**src/rtl/ta_update_sequencer.sv**
```systemverilog
// Walks every (clause, LA chunk) pair and runs a read / update / write-back cycle on the TA state RAM.
// Four cycles per pair when the RAM handshakes immediately; requests are held until acked, and abort wins over everything.
module ta_update_sequencer #(
  parameter logic [16:0] CLAUSES   = 17'h0000A,
  parameter logic [16:0] LA_CHUNKS = 17'h0000A
) (
  input  logic        clk,
  input  logic        rst_flag,
  input  logic        start,
  input  logic        abort,
  output logic [16:0] clause_idx,
  output logic [16:0] la_chunk_idx,
  output logic        rd_req,
  input  logic        rd_ack,
  input  logic        rd_valid,
  output logic        upd_en,
  output logic        wr_req,
  input  logic        wr_ack,
  output logic        busy,
  output logic        done,
  output logic        aborted
);

  typedef enum logic [2:0] {
    S_IDLE, S_RD_REQ, S_RD_WAIT, S_UPDATE, S_WR_REQ, S_DONE
  } state_t;

  localparam logic [16:0] LAST_CLAUSE = CLAUSES - 17'd1;
  localparam logic [16:0] LAST_CHUNK  = LA_CHUNKS - 17'd1;

  state_t state;

  always_ff @(posedge clk or posedge rst_flag) begin
    if (rst_flag) begin
      state        <= S_IDLE;
      clause_idx   <= '0;
      la_chunk_idx <= '0;
      rd_req       <= 1'b0;
      upd_en       <= 1'b0;
      wr_req       <= 1'b0;
      busy         <= 1'b0;
      done         <= 1'b0;
      aborted      <= 1'b0;
    end else begin
      upd_en  <= 1'b0;
      done    <= 1'b0;
      aborted <= 1'b0;
      // Abort outranks any same-cycle ack; a write acked here still counts as done by the RAM.
      if (state != S_IDLE && abort) begin
        state        <= S_IDLE;
        clause_idx   <= '0;
        la_chunk_idx <= '0;
        rd_req       <= 1'b0;
        wr_req       <= 1'b0;
        busy         <= 1'b0;
        aborted      <= 1'b1;
      end else begin
        case (state)
          S_IDLE: begin
            if (start) begin
              state        <= S_RD_REQ;
              clause_idx   <= '0;
              la_chunk_idx <= '0;
              rd_req       <= 1'b1;
              busy         <= 1'b1;
            end
          end
          S_RD_REQ: begin
            if (rd_ack) begin
              state  <= S_RD_WAIT;
              rd_req <= 1'b0;
            end
          end
          S_RD_WAIT: begin
            if (rd_valid) begin
              state  <= S_UPDATE;
              upd_en <= 1'b1;
            end
          end
          S_UPDATE: begin
            state  <= S_WR_REQ;
            wr_req <= 1'b1;
          end
          S_WR_REQ: begin
            if (wr_ack) begin
              wr_req <= 1'b0;
              if (clause_idx == LAST_CLAUSE && la_chunk_idx == LAST_CHUNK) begin
                state        <= S_DONE;
                done         <= 1'b1;
                clause_idx   <= '0;
                la_chunk_idx <= '0;
              end else begin
                state  <= S_RD_REQ;
                rd_req <= 1'b1;
                if (la_chunk_idx == LAST_CHUNK) begin
                  la_chunk_idx <= '0;
                  clause_idx   <= clause_idx + 17'd1;
                end else begin
                  la_chunk_idx <= la_chunk_idx + 17'd1;
                end
              end
            end
          end
          S_DONE: begin
            state <= S_IDLE;
            busy  <= 1'b0;
          end
          default: begin
            state        <= S_IDLE;
            clause_idx   <= '0;
            la_chunk_idx <= '0;
            rd_req       <= 1'b0;
            wr_req       <= 1'b0;
            busy         <= 1'b0;
          end
        endcase
      end
    end
  end

endmodule

```
**config.mk**
```make
export PLATFORM = sky130hd
export DESIGN_NAME = ta_update_sequencer
export DESIGN_NICKNAME = d
export VERILOG_FILES = /design/src/rtl/ta_update_sequencer.sv
export SDC_FILE = /design/constraint.sdc
export NUM_CORES = 1
export LEC_CHECK = 0
export CAP_MARGIN = 20
export CORE_MARGIN = 8
export CORE_UTILIZATION = 30
export DETAILED_ROUTE_END_ITERATION = 10
export HOLD_SLACK_MARGIN = 0.02
export PLACE_DENSITY = 0.59
export RECOVER_POWER = 100
export SYNTH_ARGS = -nofsm -noshare
export SYNTH_HDL_FRONTEND = slang
export SYNTH_SLANG_ARGS = --single-unit
```
**constraint.sdc**
```tcl
create_clock -name clk -period 3.4 [get_ports clk]
set_input_delay 0.68 -clock clk [delete_from_list [all_inputs] [get_ports clk]]
set_output_delay 0.68 -clock clk [all_outputs]
set_load 0.01 [all_outputs]
```
# Word level (Yosys, flattened, before mapping)
# Index checks and enable logic that the tools add are counted.
word_totals:
  reg_bits: 43
  inputBits: 7
  output_inout_bits: 40
op_classes:
  n_addsub: 2
  n_eq_ne: 17
  muxes: 37
  n_reduce_logical: 14
ops:
  columns: ["cell", "count"]
  rows:
  - ["two-way mux 17 bit", 9]
  - ["case mux 17 bit (3 select lines)", 2]
  - ["adder 17 x 1 -> 17 bit (second input constant)", 2]
  - ["equality test 17 x 4 -> 1 bit (second input constant)", 2]
  - ["two-way mux 3 bit", 6]
  - ["two-way mux 1 bit", 16]
  - ["inequality test 3 bit (second input constant)", 5]
  - ["case mux 3 bit (5 select lines)", 1]
  - ["OR reduction 4 bit", 3]
  - ["inequality test 2 x 1 -> 1 bit (second input constant)", 4]
  - ["AND reduction 4 bit", 2]
  - ["equality test 3 x 2 -> 1 bit (second input constant)", 2]
  - ["equality test 3 bit (second input constant)", 2]
  - ["AND reduction 5 bit", 1]
  - ["inequality test 4 bit (second input constant)", 1]
  - ["case mux 1 bit (4 select lines)", 1]
  - ["AND reduction 2 bit", 2]
  - ["equality test 3 x 1 -> 1 bit (second input constant)", 1]
  - ["zero test 3 bit", 1]
  - ["case mux 1 bit (3 select lines)", 1]
  - ["AND reduction 3 bit", 1]
  - ["nonzero test 3 bit", 1]
  - ["OR reduction 3 bit", 1]
  - ["logical AND 1 bit", 2]
  - ["case mux 1 bit (2 select lines)", 1]

# Logic depth before layout (Yosys ltp)
depth:
  ltp_word: 6
  ltp_mapped: 9

# Least setup slack after synthesis
# No wires, ideal clock.
synth_timing:
  kind: "input-to-reg"
  startpoint: "input start"
  endpoint: "register clause_idx[3]"
  setup_slack_ns: 1.261
  t_arrival_ns: 2.013
  setup_time_ns: 0.126
  stages: 6
  required_ns: 3.274
  path_cell_list: "or3_1 a21oi_2 a211o_1 buf_6 nor2_1 a221o_1"
synth_between:
  elab_chain_len: 2
synth_lines:
  columns: ["item", "line_no", "source"]
  rows:
  - ["from (decl)", "9", "input logic start,"]
  - ["inequality test 3 bit (no line)", null, null]
  - ["AND reduction 4 bit (no line)", null, null]
  - ["to (signal assigned)", "97", "clause_idx <= clause_idx + 17'd1;"]
  - ["to (decl)", "11", "output logic [16:0] clause_idx,"]
# Every way passes these cells.
# A chain may end at the register's enable or synchronous reset.

# Worst setup path in the final report
layout_timing:
  startpoint: "input abort"
  endpoint: "register la_chunk_idx[7]"
layout_between:
  elab_chain_len: 3
layout_lines:
  columns: ["item", "line_no", "source"]
  rows:
  - ["from (decl)", "10", "input logic abort,"]
  - ["logical AND 1 bit (*)", "49", "if (state != S_IDLE && abort) begin"]
  - ["inequality test 3 bit (no line) or inequality test 2 x 1 -> 1 bit (tied branches)", null, null]
  - ["AND reduction 3 bit (no line)", null, null]
  - ["to (signal assigned)", "99", "la_chunk_idx <= la_chunk_idx + 17'd1;"]
  - ["to (decl)", "12", "output logic [16:0] la_chunk_idx,"]
# Every way passes the cells marked *; elsewhere a longest branch is shown, timed or not.

==> impl_metrics.json <==
{
  "fillers": 863,
  "hold_violations": 0,
  "maxCapViolations": 0,
  "cp.required_ps": 3560,
  "worstPathArrival_ps": 2880,
  "ys.warnings.count": 0,
  "clk_pin_slew_worst_paths_ps": 80,
  "postCtsResizedCells": 0,
  "worst_ir_drop_vdd_mv": 0.190,
  "rsz0062_at_grt": "false",
  "setup_viol": 0,
  "ant_nets": 0,
  "cp.depth": 6,
  "slowest_delay_ps": 670,
  "fin_skew_ps": 3.45,
  "ys.flop_type": "dfrtp_1",
  "worst_slew_pin_slew_ps": 1290,
  "setup_tns_ps": 0,
  "min_to": "rd_req",
  "min_period_ps": 2730,
  "post-route-period-util_pct": 80.3,
  "worstSetupPathType": "in2reg",
  "synth.largest_area_cell": "dfrtp_1",
  "drive_gt1_share_pct": 4.91,
  "wl_per_cell_um": 15.3,
  "syn_avg_cell_area_um2": 8.91,
  "r2r-start": "clause_idx[1]",
  "clockRootBuffer": "clkbuf_8",
  "syn2layout_area_growth_pct": 26.5,
  "cts.path.max_buffers": 2,
  "num_antenna_cells": 0,
  "tritoncts": "built",
  "worstRegToRegCells": 7,
  "synth_top_area_share_pct": 43.8,
  "grt_remaining_overflow": 0,
  "cp-end-kind": "flop",
  "rows": 33,
  "power.density_mw_per_mm2": 463,
  "worstHoldPathType": "reg2reg",
  "cp-startpoint": "abort",
  "drtPass1Iterations": 5,
  "multiInputGateArea_mm2": 0.00129,
  "seq_area_mm2": 0.00108,
  "synth_fp_nets": 287,
  "syn-cell-area_mm2": 0.00246,
  "ys_seq_area_share_pct": 43.8,
  "hold_depth": 1,
  "critPathSlowestCell": "dlygate4sd3_1",
  "cts_sinks": 43,
  "grt_pass1_vias": 2270,
  "start_kind": "primary input",
  "grt_pass1_wl_um": 11400,
  "numPortBuffers": 46,
  "slew_headroom_pct": 14.2,
  "cp_num_buf_inv": 2,
  "place.gp.congestion": 0.841,
  "drc_errors": 0,
  "utilization_pct": 38.4,
  "hold_ws_ps": 539,
  "postCtsSetupRepairBufs": 0,
  "netlist-cell-type-count": 47,
  "dieHeight_um": 107,
  "die_area_mm2": 0.0113,
  "ys_ff_latch": 43,
  "reg2reg_to": "clause_idx[4]",
  "htreeDepth": 2,
  "crit_family": "buffers and inverters",
  "io_pins": 47,
  "via_per_inst": 5.37,
  "slew_violations": 0,
  "outcome": "completed",
  "cts-buffers-inserted": 5,
  "grt_use_total_pct": 12.2,
  "antenna_found_initial": 0,
  "die-width_um": 107,
  "power_leakage_uw": 0.00131,
  "syn_inst": 276,
  "worst-r2r-setup-slack_ps": 860,
  "synth_async_sr_flop_share_pct": 100,
  "wirelength_um": 6610,
  "path_max_fanout": 15,
  "hold_buffers": 0,
  "core-area_mm2": 0.00809,
  "drtIter0Drc": 116,
  "dp_hpwl_um": 4860,
  "path_cells": "dlygate4sd3_1 -> nor3_1 -> and2_0 -> a211oi_1 -> clkbuf_1 -> nor2_1",
  "vias": 2316,
  "ys_top_cells_by_area": "dfrtp_1 (44%), nor2_1 (4.3%), nand2_1 (4.0%), a21oi_1 (3.9%), o31ai_1 (3.4%)",
  "fmax_mhz": 366,
  "insertion_delay_ps": 300,
  "nets": 337,
  "start_util_pct": 30.4,
  "synth_edf_count": 0,
  "hold_start": "rd_req",
  "grt_max_degree": 29
}
==> placed cells by master (no fill, tap or decap), types with 3 or more instances in the layout <==
master / count
a21oi_1: 19
a22o_1: 3
and3_1: 4
and4_1: 3
clkbuf_1: 6
clkbuf_8: 6
clkdlybuf4s50_1: 4
dfrtp_1: 43
dlygate4sd3_1: 42
ha_1: 4
inv_1: 7
nand2_1: 26
nand3_1: 14
nand4_1: 8
nor2_1: 28
nor2b_1: 5
nor3_1: 9
nor4_1: 7
o21ai_0: 16
o21ai_1: 3
o31ai_1: 11
or3_1: 8
or4_1: 9
xnor2_1: 4
xor2_1: 4
==> cell usage after synthesis (3+ instances only) <==
| cell | instances |
|---|---|
| a21oi_1 | 19 |
| a22o_1 | 3 |
| and2_1 | 3 |
| and3_1 | 4 |
| and4_1 | 3 |
| buf_2 | 3 |
| clkbuf_1 | 6 |
| dfrtp_1 | 43 |
| ha_1 | 4 |
| inv_1 | 8 |
| nand2_1 | 26 |
| nand3_1 | 14 |
| nand4_1 | 8 |
| nor2_1 | 28 |
| nor2b_1 | 5 |
| nor3_1 | 9 |
| nor4_1 | 7 |
| o21ai_0 | 16 |
| o21ai_1 | 3 |
| o31ai_1 | 11 |
| or3_1 | 8 |
| or4_1 | 9 |
| xnor2_1 | 4 |
| xor2_1 | 4 |
==> kinds of logic after synthesis <==
logic type	count (synthesis)	synth area share, %
mux	2	0.865
fa+ha+maj	4	2.04
xor+xnor	8	2.85
compound gates	65	16.9
buf+inv	18	3.21
flops	43	43.8
simple gates	136	30.4
==> per-stage QoR <==
step | cells | setup WS [ps] | power [µW] | cell area, µm²
after global routing | 431 | 399 | 1550 | 3110
after CTS | 430 | 768 | 1490 | 3130
final | 431 | 671 | 1440 | 3110
after floorplan | 276 | 1260 | 967 | 2460
after detailed placement | 423 | 458 | 1140 | 3050
after global placement | 423 | 502 | 1140 | 3050
==> flip-flops by register name, summed over array words and instances, names as in the netlist <==
register      cells
wr_req            1
busy              1
state             3
upd_en            1
la_chunk_idx     17
clause_idx       17
rd_req            1
done              1
aborted           1
==> routing by layer <==
metal | part of all wire, % | GRT usage, %
met1 | 45 | 15.4
met2 | 48 | 19.7
met3 | 5.6 | 3.45
met4 | 1.5 | 4.02
met5 | 0 | 0
==> where the power goes <==
part / switching [µW] / internal, µW / total (µW)
clock: 182 / 160 / 342
combinational: 298 / 172 / 470
sequential: 72.9 / 553 / 626
==> worst reg2reg max path: cells and delay by family, from the launching register on <==
| family | cells | cell delay (ps) |
|---|---|---|
| AO/OA/AOI/OAI | 2 | 920 |
| adder cells (fa/ha/maj) | 1 | 150 |
| buffers and inverters | 1 | 100 |
| flip-flops | 1 | 470 |
| AND/OR/NAND/NOR | 3 | 790 |
==> how the worst max path moves through the flow <==
stage | end | slack [ps]
6_report | la_chunk_idx[7] | 670
5_1_grt | la_chunk_idx[12] | 400
4_1_cts | clause_idx[4] | 770
3_5_place_dp | clause_idx[4] | 460
3_3_place_gp | clause_idx[4] | 500
2_1_floorplan | clause_idx[3] | 1260
==> layout make-up <==
| type | count | share of cell area (%) |
|---|---|---|
| Inverter | 8 | 0.966 |
| Tap cell | 105 | 4.23 |
| Clock buffer | 6 | 2.66 |
| Multi-Input combinational cell | 215 | 41.6 |
| Timing Repair Buffer | 53 | 15.8 |
| Clock inverter | 1 | 0.161 |
| Sequential cell | 43 | 34.6 |
Power figures use the tool's default switching activity.
